### src/rtl/dptr_pkg.sv
// Shared constants for the single-cycle R-type slice: opcodes, funct codes,
// ALU operation enum, register preload values and the built-in ROM program.
package dptr_pkg;

   localparam int ROM_WORDS_DEF = 64;
   localparam int NUM_REGS      = 32;
   localparam int PROG_LEN      = 7;

   localparam logic [5:0] OP_RTYPE   = 6'h00;
   localparam logic [5:0] FUNCT_ADD  = 6'h20;
   localparam logic [5:0] FUNCT_SUB  = 6'h22;
   localparam logic [5:0] FUNCT_AND  = 6'h24;
   localparam logic [5:0] FUNCT_OR   = 6'h25;
   localparam logic [5:0] FUNCT_NOR  = 6'h27;
   localparam logic [5:0] FUNCT_SLT  = 6'h2A;

   typedef enum logic [2:0] {
      ALU_NONE,
      ALU_ADD,
      ALU_SUB,
      ALU_AND,
      ALU_OR,
      ALU_SLT,
      ALU_NOR
   } alu_op_e;

   localparam logic [31:0] PRELOAD_R5  = 32'd20;
   localparam logic [31:0] PRELOAD_R9  = 32'd100;
   localparam logic [31:0] PRELOAD_R15 = 32'd999;

   // sub $20,$15,$9 / add $15,$5,$15 / and $1,$9,$5 / or $2,$9,$5 /
   // slt $3,$5,$9 / sub $4,$5,$9 / add $0,$9,$9
   localparam logic [31:0] PROG_W0 = 32'h01E9A022;
   localparam logic [31:0] PROG_W1 = 32'h00AF7820;
   localparam logic [31:0] PROG_W2 = 32'h01250824;
   localparam logic [31:0] PROG_W3 = 32'h01251025;
   localparam logic [31:0] PROG_W4 = 32'h00A9182A;
   localparam logic [31:0] PROG_W5 = 32'h00A92022;
   localparam logic [31:0] PROG_W6 = 32'h01290020;

   function automatic logic [31:0] prog_word(input logic [31:0] idx);
      case (idx)
         32'd0:   return PROG_W0;
         32'd1:   return PROG_W1;
         32'd2:   return PROG_W2;
         32'd3:   return PROG_W3;
         32'd4:   return PROG_W4;
         32'd5:   return PROG_W5;
         32'd6:   return PROG_W6;
         default: return 32'h0000_0000;
      endcase
   endfunction

   function automatic logic [31:0] preload_word(input int idx);
      case (idx)
         5:       return PRELOAD_R5;
         9:       return PRELOAD_R9;
         15:      return PRELOAD_R15;
         default: return 32'd0;
      endcase
   endfunction

endpackage

### src/rtl/fetch.sv
// Fetch stage: byte-addressed PC with wrap at the end of the ROM, and the
// read-only program store indexed by the PC word address.
module fetch
   import dptr_pkg::*;
#(
   parameter int ROM_WORDS = ROM_WORDS_DEF
) (
   input  logic        clk,
   input  logic        rst,
   output logic [31:0] pc,
   output logic [31:0] instr
);

   localparam int AW = $clog2(ROM_WORDS);

   logic [31:0]   pc_q;
   logic [31:0]   pc_d;
   logic [AW-1:0] word_idx;

   assign word_idx = pc_q[AW+1:2];

   // The last ROM word wraps back to address 0 rather than running off the end.
   always_comb begin
      pc_d = pc_q + 32'd4;
      if (word_idx == {AW{1'b1}}) begin
         pc_d = '0;
      end
   end

   always_ff @(posedge clk) begin
      if (rst) begin
         pc_q <= '0;
      end else begin
         pc_q <= pc_d;
      end
   end

   always_comb begin
      instr = prog_word(32'(word_idx));
   end

   assign pc = pc_q;

endmodule

### src/rtl/dptr_fetch.sv
// Single-cycle MIPS R-type slice: fetch, register file, ALU and writeback.
// Define DPTR_EXT_ALU_EN to add the slt and nor operations.
module dptr_fetch
   import dptr_pkg::*;
#(
   parameter int ROM_WORDS = ROM_WORDS_DEF
) (
   input  logic        clk,
   input  logic        rst,
   output logic [31:0] pc,
   output logic [31:0] instr,
   output logic [31:0] alu_result,
   output logic [31:0] r20_out
);

   logic [31:0] regs_q [NUM_REGS];
   logic [31:0] regs_d [NUM_REGS];

   logic [5:0]  op;
   logic [4:0]  rs_addr;
   logic [4:0]  rt_addr;
   logic [4:0]  rd_addr;
   logic [5:0]  funct;
   logic [31:0] rs_val;
   logic [31:0] rt_val;
   alu_op_e     alu_op;
   logic        wr_en;

   fetch #(
      .ROM_WORDS (ROM_WORDS)
   ) u_fetch (
      .clk   (clk),
      .rst   (rst),
      .pc    (pc),
      .instr (instr)
   );

   assign op      = instr[31:26];
   assign rs_addr = instr[25:21];
   assign rt_addr = instr[20:16];
   assign rd_addr = instr[15:11];
   assign funct   = instr[5:0];

   assign rs_val = (rs_addr == 5'd0) ? 32'd0 : regs_q[rs_addr];
   assign rt_val = (rt_addr == 5'd0) ? 32'd0 : regs_q[rt_addr];

   always_comb begin
      alu_op = ALU_NONE;
      if (op == OP_RTYPE) begin
         case (funct)
            FUNCT_ADD: alu_op = ALU_ADD;
            FUNCT_SUB: alu_op = ALU_SUB;
            FUNCT_AND: alu_op = ALU_AND;
            FUNCT_OR:  alu_op = ALU_OR;
`ifdef DPTR_EXT_ALU_EN
            FUNCT_SLT: alu_op = ALU_SLT;
            FUNCT_NOR: alu_op = ALU_NOR;
`endif
            default:   alu_op = ALU_NONE;
         endcase
      end
   end

   always_comb begin
      alu_result = 32'd0;
      case (alu_op)
         ALU_ADD: alu_result = rs_val + rt_val;
         ALU_SUB: alu_result = rs_val - rt_val;
         ALU_AND: alu_result = rs_val & rt_val;
         ALU_OR:  alu_result = rs_val | rt_val;
         ALU_SLT: alu_result = {31'd0, ($signed(rs_val) < $signed(rt_val))};
         ALU_NOR: alu_result = ~(rs_val | rt_val);
         default: alu_result = 32'd0;
      endcase
   end

   // Unsupported instructions and writes to $0 leave the register file untouched.
   always_comb begin
      wr_en  = (alu_op != ALU_NONE) && (rd_addr != 5'd0);
      regs_d = regs_q;
      if (wr_en) begin
         regs_d[rd_addr] = alu_result;
      end
   end

   always_ff @(posedge clk) begin
      if (rst) begin
         for (int i = 0; i < NUM_REGS; i++) begin
            regs_q[i] <= preload_word(i);
         end
      end else begin
         regs_q <= regs_d;
      end
   end

   assign r20_out = regs_q[20];

endmodule

### config.mk
export PLATFORM = sky130hd
export DESIGN_NAME = dptr_fetch
export DESIGN_NICKNAME = d
export VERILOG_FILES = /design/src/rtl/dptr_pkg.sv /design/src/rtl/fetch.sv /design/src/rtl/dptr_fetch.sv
export SDC_FILE = /design/constraint.sdc
export NUM_CORES = 1
export LEC_CHECK = 0
export ABC_AREA = 1
export BUFFER_PORTS_ARGS = -buffer_cell sky130_fd_sc_hd__buf_2
export CORE_MARGIN = 10
export CORE_UTILIZATION = 60
export CTS_CLUSTER_SIZE = 10
export DETAILED_ROUTE_END_ITERATION = 10
export PLACE_DENSITY = 0.81
export REMOVE_ABC_BUFFERS = 1
export SETUP_SLACK_MARGIN = 0.2
export SLEW_MARGIN = 25
export SYNTH_ARGS = -nofsm -noshare
export SYNTH_HDL_FRONTEND = slang
export SYNTH_SLANG_ARGS = --single-unit
### constraint.sdc
create_clock -name clk -period 7.24 [get_ports clk]
set_input_delay 1.448 -clock clk [delete_from_list [all_inputs] [get_ports clk]]
set_output_delay 1.448 -clock clk [all_outputs]
set_load 0.01 [all_outputs]
# Word level (Yosys, flattened, before mapping)
# Index checks and enable logic that the tools add are counted.
[word_totals]
reg_bits = 1056
output_inout_bits = 128
inputBits = 2
[op_classes]
reduce_logical = 9
n_addsub = 3
muxes = 15
bitwise = 6
n_lt_le_gt_ge = 5
n_eq_ne = 17
[ops]
columns = ["cell", "count"]
rows = [
  ["1024-bit bitwise mux", 1],
  ["32-bit binary-select mux with 5-bit select", 2],
  ["32-bit two-way mux", 7],
  ["32-bit one-hot mux with 6 select lines", 1],
  ["25-bit one-hot mux with 7 select lines", 1],
  ["32-bit demux with 5-bit select", 1],
  ["32-bit by 3-bit adder with 32-bit output, second input constant", 1],
  ["32-bit adder", 1],
  ["32-bit AND", 1],
  ["32-bit less-than comparator", 1],
  ["32-bit inverter", 1],
  ["32-bit bitwise OR", 1],
  ["32-bit subtractor", 1],
  ["6-bit == test, second input constant", 5],
  ["6-bit by 3-bit == test with 1-bit output, second input constant", 3],
  ["6-bit >= comparator, second input constant", 3],
  ["5-bit inverter with 6-bit output", 3],
  ["6-bit by 2-bit == test with 1-bit output, second input constant", 2],
  ["3-bit one-hot mux with 4 select lines", 1],
  ["5-bit logical NOT", 2],
  ["3-bit == test, second input constant", 3],
  ["3-bit by 2-bit == test with 1-bit output, second input constant", 2],
  ["6-bit by 1-bit == test with 1-bit output, second input constant", 1],
  ["6-bit logical NOT", 1],
  ["other kinds (8)", 9],
]

# Logic depth before layout (Yosys ltp)
[depth]
depth_word = 11
depth_mapped = 42
mapped_depth_nobuf = 38

# Hierarchy
# A second synthesis with hierarchy kept.
[unflattened]
hier_cells = 10507
area_unflattened_um2 = 66241.0
[modules_own_cells]
columns = ["mod", "area_each_um2", "cells_each", "instances", "seq_area_each_um2"]
rows = [
  ["dptr_fetch", 64428.0, 10241, 1, 20499.7],
  ["fetch", 1813.0, 266, 1, 600.6],
]

# Least setup slack after synthesis
# Ideal clock, no wire load.
[synth_timing]
kind = "register to output"
start = "reg u_fetch.pc_q[2] (netlist: u_fetch.pc[2])"
end = "out alu_result[18]"
arrival_time_ns = 4.833
slack_ns = 0.959
stages_incl_launch_ff = 37
n_path_buf = 7
cell_sequence = "dfxtp_1 -> ha_1 -> nand3_2 -> inv_4 -> nor2_8 -> nand2_4 -> buf_6 -> buf_6 -> buf_2 -> buf_2 -> clkbuf_1 -> buf_2 -> buf_2 -> nand3_1 -> inv_1 -> ha_1 -> inv_1 -> fa_1 -> nor2_1 -> o21ai_0 -> nand2_1 -> a21oi_1 -> inv_1 -> a21oi_1 -> inv_1 -> nand2_1 -> nand2_1 -> nand2_1 -> nand3_1 -> nand2_1 -> o21ai_0 -> nand2_1 -> nand2_1 -> nor2_1 -> o21ai_0 -> inv_1 -> nand2_1"
[synth_between]
word_cells_on_any_way = 38
classes_between = "add/sub: 2; eq/ne: 16; mux: 12; bitwise: 5; reduce/logical: 3"
[synth_lines]
columns = ["element", "line", "text"]
rows = [
  ["start, declared", "fetch.sv:16", "logic [31:0] pc_q;"],
  ["start signal, assigned", "fetch.sv:34", "pc_q <= pc_d;"],
  ["6-bit by 3-bit == test with 1-bit output (tied with other cells)", "dptr_pkg.sv:42", "case (idx)"],
  ["25-bit one-hot mux with 7 select lines *", "dptr_pkg.sv:42", ""],
  ["via instr[5]", "dptr_fetch.sv:11", "output logic [31:0] instr,"],
  ["6-bit == test", "dptr_fetch.sv:50", "case (funct)"],
  ["3-bit one-hot mux with 4 select lines *", "dptr_fetch.sv:50", ""],
  ["3-bit two-way mux *", "dptr_fetch.sv:49", "if (op == OP_RTYPE) begin"],
  ["3-bit == test (tied with other cells)", "dptr_fetch.sv:66", "case (alu_op)"],
  ["32-bit one-hot mux with 6 select lines *", "dptr_fetch.sv:66", ""],
  ["end, declared", "dptr_fetch.sv:12", "output logic [31:0] alu_result,"],
]
# Mark *: on every way through the listed nets, which the timed path passes. The rest lies on a longest branch. The select of a mux whose other input is x is not followed.

# Worst setup path after layout
[layout_timing]
start = "reg u_fetch.pc_q[2] (netlist: u_fetch.pc[2])"
end = "out alu_result[27]"
[layout_between]
elab_chain_len = 10
word_cells_on_any_way = 38
classes_between = "add/sub: 2; eq/ne: 16; mux: 12; bitwise: 5; reduce/logical: 3"
[layout_rtl]
columns = ["element", "line"]
rows = [
  ["6-bit by 3-bit == test with 1-bit output (tied with other cells)", "dptr_pkg.sv:42"],
  ["25-bit one-hot mux with 7 select lines *", "dptr_pkg.sv:42"],
  ["parallel branches: the longest is 7 deep, another holds 32-bit subtractor", "n/a"],
  ["32-bit one-hot mux with 6 select lines *", "dptr_fetch.sv:66"],
]
# Mark *: on every way between the ends. The select of a mux whose other input is x is not followed.

==> results.md <==
* Outcome: finished clean
* XOR/XNOR share of the synthesized area at 0.279%
* Top cell type by total area after synthesis: dfxtp_1
* CTS clk-pin slew, worst paths at 0.05 ns
* Max Buffers Root-to-Sink at 3
* Critical Path Source Type: register
* Worst Hold Depth at 2
* Worst path required time at 5.79 ns
* Routed WL per cell at 16.3 microns
* Top cells by area, synth: dfxtp_1 (36%), inv_1 (11%), nand2_1 (9.2%)
* Cell internal pwr at 0.00509 W
* Hold Path End: regs_q[765]$_SDFFE_PP0P_
* Sw frac at 42.1%
* Area Overhead vs Synth at 11.0%
* Die Wd at 223 microns
* Slew headroom at 25.5%
* Clk_lat worst skew at 0.61 ns
* Input/output buffers at 113
* Full die area at 49700 sq um
* Synth Register Bits at 446
* Leakage power at 12.9 nW
* RSZ-0062 raised after global routing: yes
* Hold crit path type: register to register
* Final weighted congestion in routability-driven placement at 1.04
* Via count at 23567
* Initial antenna violation count at 1
* I/O Pins at 130
* Commonest non-fill, non-tap cells in the layout: inv_1 (710), nand2_1 (601), nor2_1 (542)
* Worst Setup Path Type: register to output port
* Floorplan row count at 74
* Residual DRC count at 0
* Most used cell, CP: nand2_1
* Async set-reset flop share out of synthesis at 0%
* Number of synthesized flops with an enable pin at 0
* Antenna Cells at 0
* Final count of negative-setup-slack endpoints at 0
* Worst-Margin Slew at 1.12 ns
* Synthesized netlist cell count at 3782
* Most common cell after layout, fill and taps aside: inv_1
* Via-per-instance ratio at 5.44
* Net Sw Power at 0.00370 W
* CTS tree: done
* Post-synth top flop: dfxtp_1
* Post-Synth Simple-Gate Area at 24.7%
* Crit path buf inv count at 6
* Worst r2r path cells at 32
* Root Buffer: clkbuf_16
* Grt met2 use at 44.6%
* Post-synth top area share at 36.1%
* Hpwl dp at 46200 microns
* Synth Cell Area at 24700 sq um
* CP max-delay cell: ha_4
* Seq/Total Area, Yosys at 36.1%
* Share of power burned in registers at 29.1%
* Largest family of logic cells by synthesized area: simple AND/OR/NAND/NOR gates
* Max Cap Viol at 0
* F_max at 144 MHz
* Pwr dens at 321 nW/um^2
* Clock power frac at 25.9%
* Gr usage total at 27.2%
* Number of global-route vias before repair at 21487
* Worst VDD drop at 0.210 mV
* Met1 usage in global routing at 35.7%
* Reg-to-Reg End: regs_q[987]$_SDFFE_PP0P_
* Crit share post-route at 96.2%
* Levels on crit path at 30
* Multiplexer share of the synthesized area at 0%
* Final WL at 70800 microns
* Fin Hold WS at 0.416 ns
* Largest stage delay on the critical path at 0.39 ns
* Core box area at 40700 sq um
* Hold Fails Final Rpt at 0
* HP Start: regs_q[765]$_SDFFE_PP0P_
* Post-Synth Adder-Cell Area at 5.08%
* Met3 usage at 4.35%
* CP top delay family: simple AND/OR/NAND/NOR gates
* Post-route cell area at 27400 sq um
* Global route hottest layer: met2
* GRT overflow at 0
* RR Startpoint: u_fetch.pc[2]$_SDFF_PP0_
* Antenna Nets Post-Route at 0
* Mean cell area of the mapped netlist at 6.53 sq um
* Fin crit period at 6.97 ns
* Reg2Reg Setup Slack at 2.14 ns
* Post-synthesis compound-gate area fraction at 17.6%
* Largest net degree at the start of global routing at 207
* Yosys warning count at 0
* Logic pwr share at 45.0%
* Max-slew violations at 0
* CP Data Arrival Time at 5.52 ns
* Clk_skew at 0.0343 ns
* Crit path capture type: output port
* Library cells used by synthesis at 54
* Dpl cell area at 25300 sq um
* Crit path max fanout at 32
* Starting density of the core at 60.6%
* H-tree Lvls at 2
* First-pass GRT wire length at 112000 microns
* Hold buffers post-CTS at 0
* Drt pass-1 iters at 6
* Number of CTS-inserted buffers at 52
* Clk sink count at 446
* Final net count at 3891
* Share of cells above drive strength 1 at 10.8%
* Die Ht at 223 microns
* Iteration-0 DRC count of the detailed router at 2646
-- area by class of cell --
class / instances / area (sq um)
Multi-Input combinational cell: 2356 / 12300
Fill cell: 3565 / 13300
Timing Repair Buffer: 193 / 1380
Inverter: 741 / 2790
Clock buffer: 61 / 1380
Tap cell: 532 / 666
Sequential cell: 446 / 8930
Clock inverter: 3 / 21.3
-- how the worst max path moves through the flow --
| stage | to | from | slack [ns] |
|---|---|---|---|
| after floorplan | alu_result[18] | u_fetch.pc[2]$_SDFF_PP0_ | -1.29 |
| after global placement | alu_result[18] | u_fetch.pc[2]$_SDFF_PP0_ | 0.46 |
| after detailed placement | alu_result[18] | u_fetch.pc[2]$_SDFF_PP0_ | 0.37 |
| after CTS | alu_result[18] | u_fetch.pc[2]$_SDFF_PP0_ | 0.19 |
| after global routing | alu_result[30] | u_fetch.pc[2]$_SDFF_PP0_ | 0.03 |
| final | alu_result[27] | u_fetch.pc[2]$_SDFF_PP0_ | 0.27 |
-- metal layers --
layer,vias up,wire [microns]
met3,140,6510
met4,0,2050
met2,1029,32100
met5,-,0
li1,11742,-
met1,10656,30100
-- timing repair --
action,CTS,global route
buffers inserted,3,15
resized for setup,24,147
endpoints found under the setup margin,12,18
pin swaps,5,14
endpoints found under the hold margin,0,0
gates cloned,3,1
-- synth_stat cells, types with 3 or more instances --
library cell	instances
inv_1	727
nand2_1	604
nor2_1	555
dfxtp_1	446
o21ai_0	347
nand3_1	213
a21oi_1	204
clkbuf_1	169
ha_1	97
o211ai_1	58
buf_4	55
o21ai_1	39
a211oi_1	32
nand3_2	24
o22ai_1	20
buf_2	18
nor3_1	17
a211o_1	15
nand2_2	15
o2111ai_1	13
nand4_1	12
buf_1	11
inv_2	11
a31oi_1	8
o21bai_1	8
a221oi_1	6
xor2_1	6
o221ai_1	5
buf_6	4
nor2_4	4
nor4_1	4
nor2_2	3
o21a_1	3
or2_2	3
-- registers in the layout, summed over array words and instances, names as in the netlist --
name	flops
r20_out	32
regs_q	384
u_fetch.pc	30
-- power groups by stage --
stage          logic [W]  clock network (W)  registers, W
2_1_floorplan    0.00240                  0       0.00262
3_5_place_dp     0.00358                  0       0.00261
4_1_cts          0.00367            0.00231       0.00256
3_3_place_gp     0.00357                  0       0.00261
5_1_grt          0.00434            0.00240       0.00256
6_report         0.00396            0.00228       0.00256
-- cells by family (layout without fill, tap and decap cells) --
logic type                 Yosys count  count (layout)
AOI/OAI and AO/OA                  770             770
adders and majority gates           99              99
buffers and inverters              998             998
and+or+nand+nor                   1461            1464
xor gates and xnor gates             7               7
other                                1              16
DFF                                446             446
-- worst min-delay path: stages (launching register included) --
cell and delay, ns:
dfxtp_1 0.30, inv_1 0.04, nor2_1 0.03
-- metrics by stage --
stage / utilization [%] / total power, W / setup slack [ns] / TNS [ns] / cells
6_report: 67.3 / 0.00880 / 0.274 / 0 / 4332
3_3_place_gp: 62.1 / 0.00617 / 0.463 / 0 / 4246
2_1_floorplan: - / 0.00503 / -1.29 / -24.73 / 3540
5_1_grt: 67.3 / 0.00930 / 0.0266 / 0 / 4332
3_5_place_dp: 62.1 / 0.00619 / 0.367 / 0 / 4246
4_1_cts: 65.9 / 0.00853 / 0.189 / 0 / 4316
Note: power is estimated with default switching activity, not from simulation.
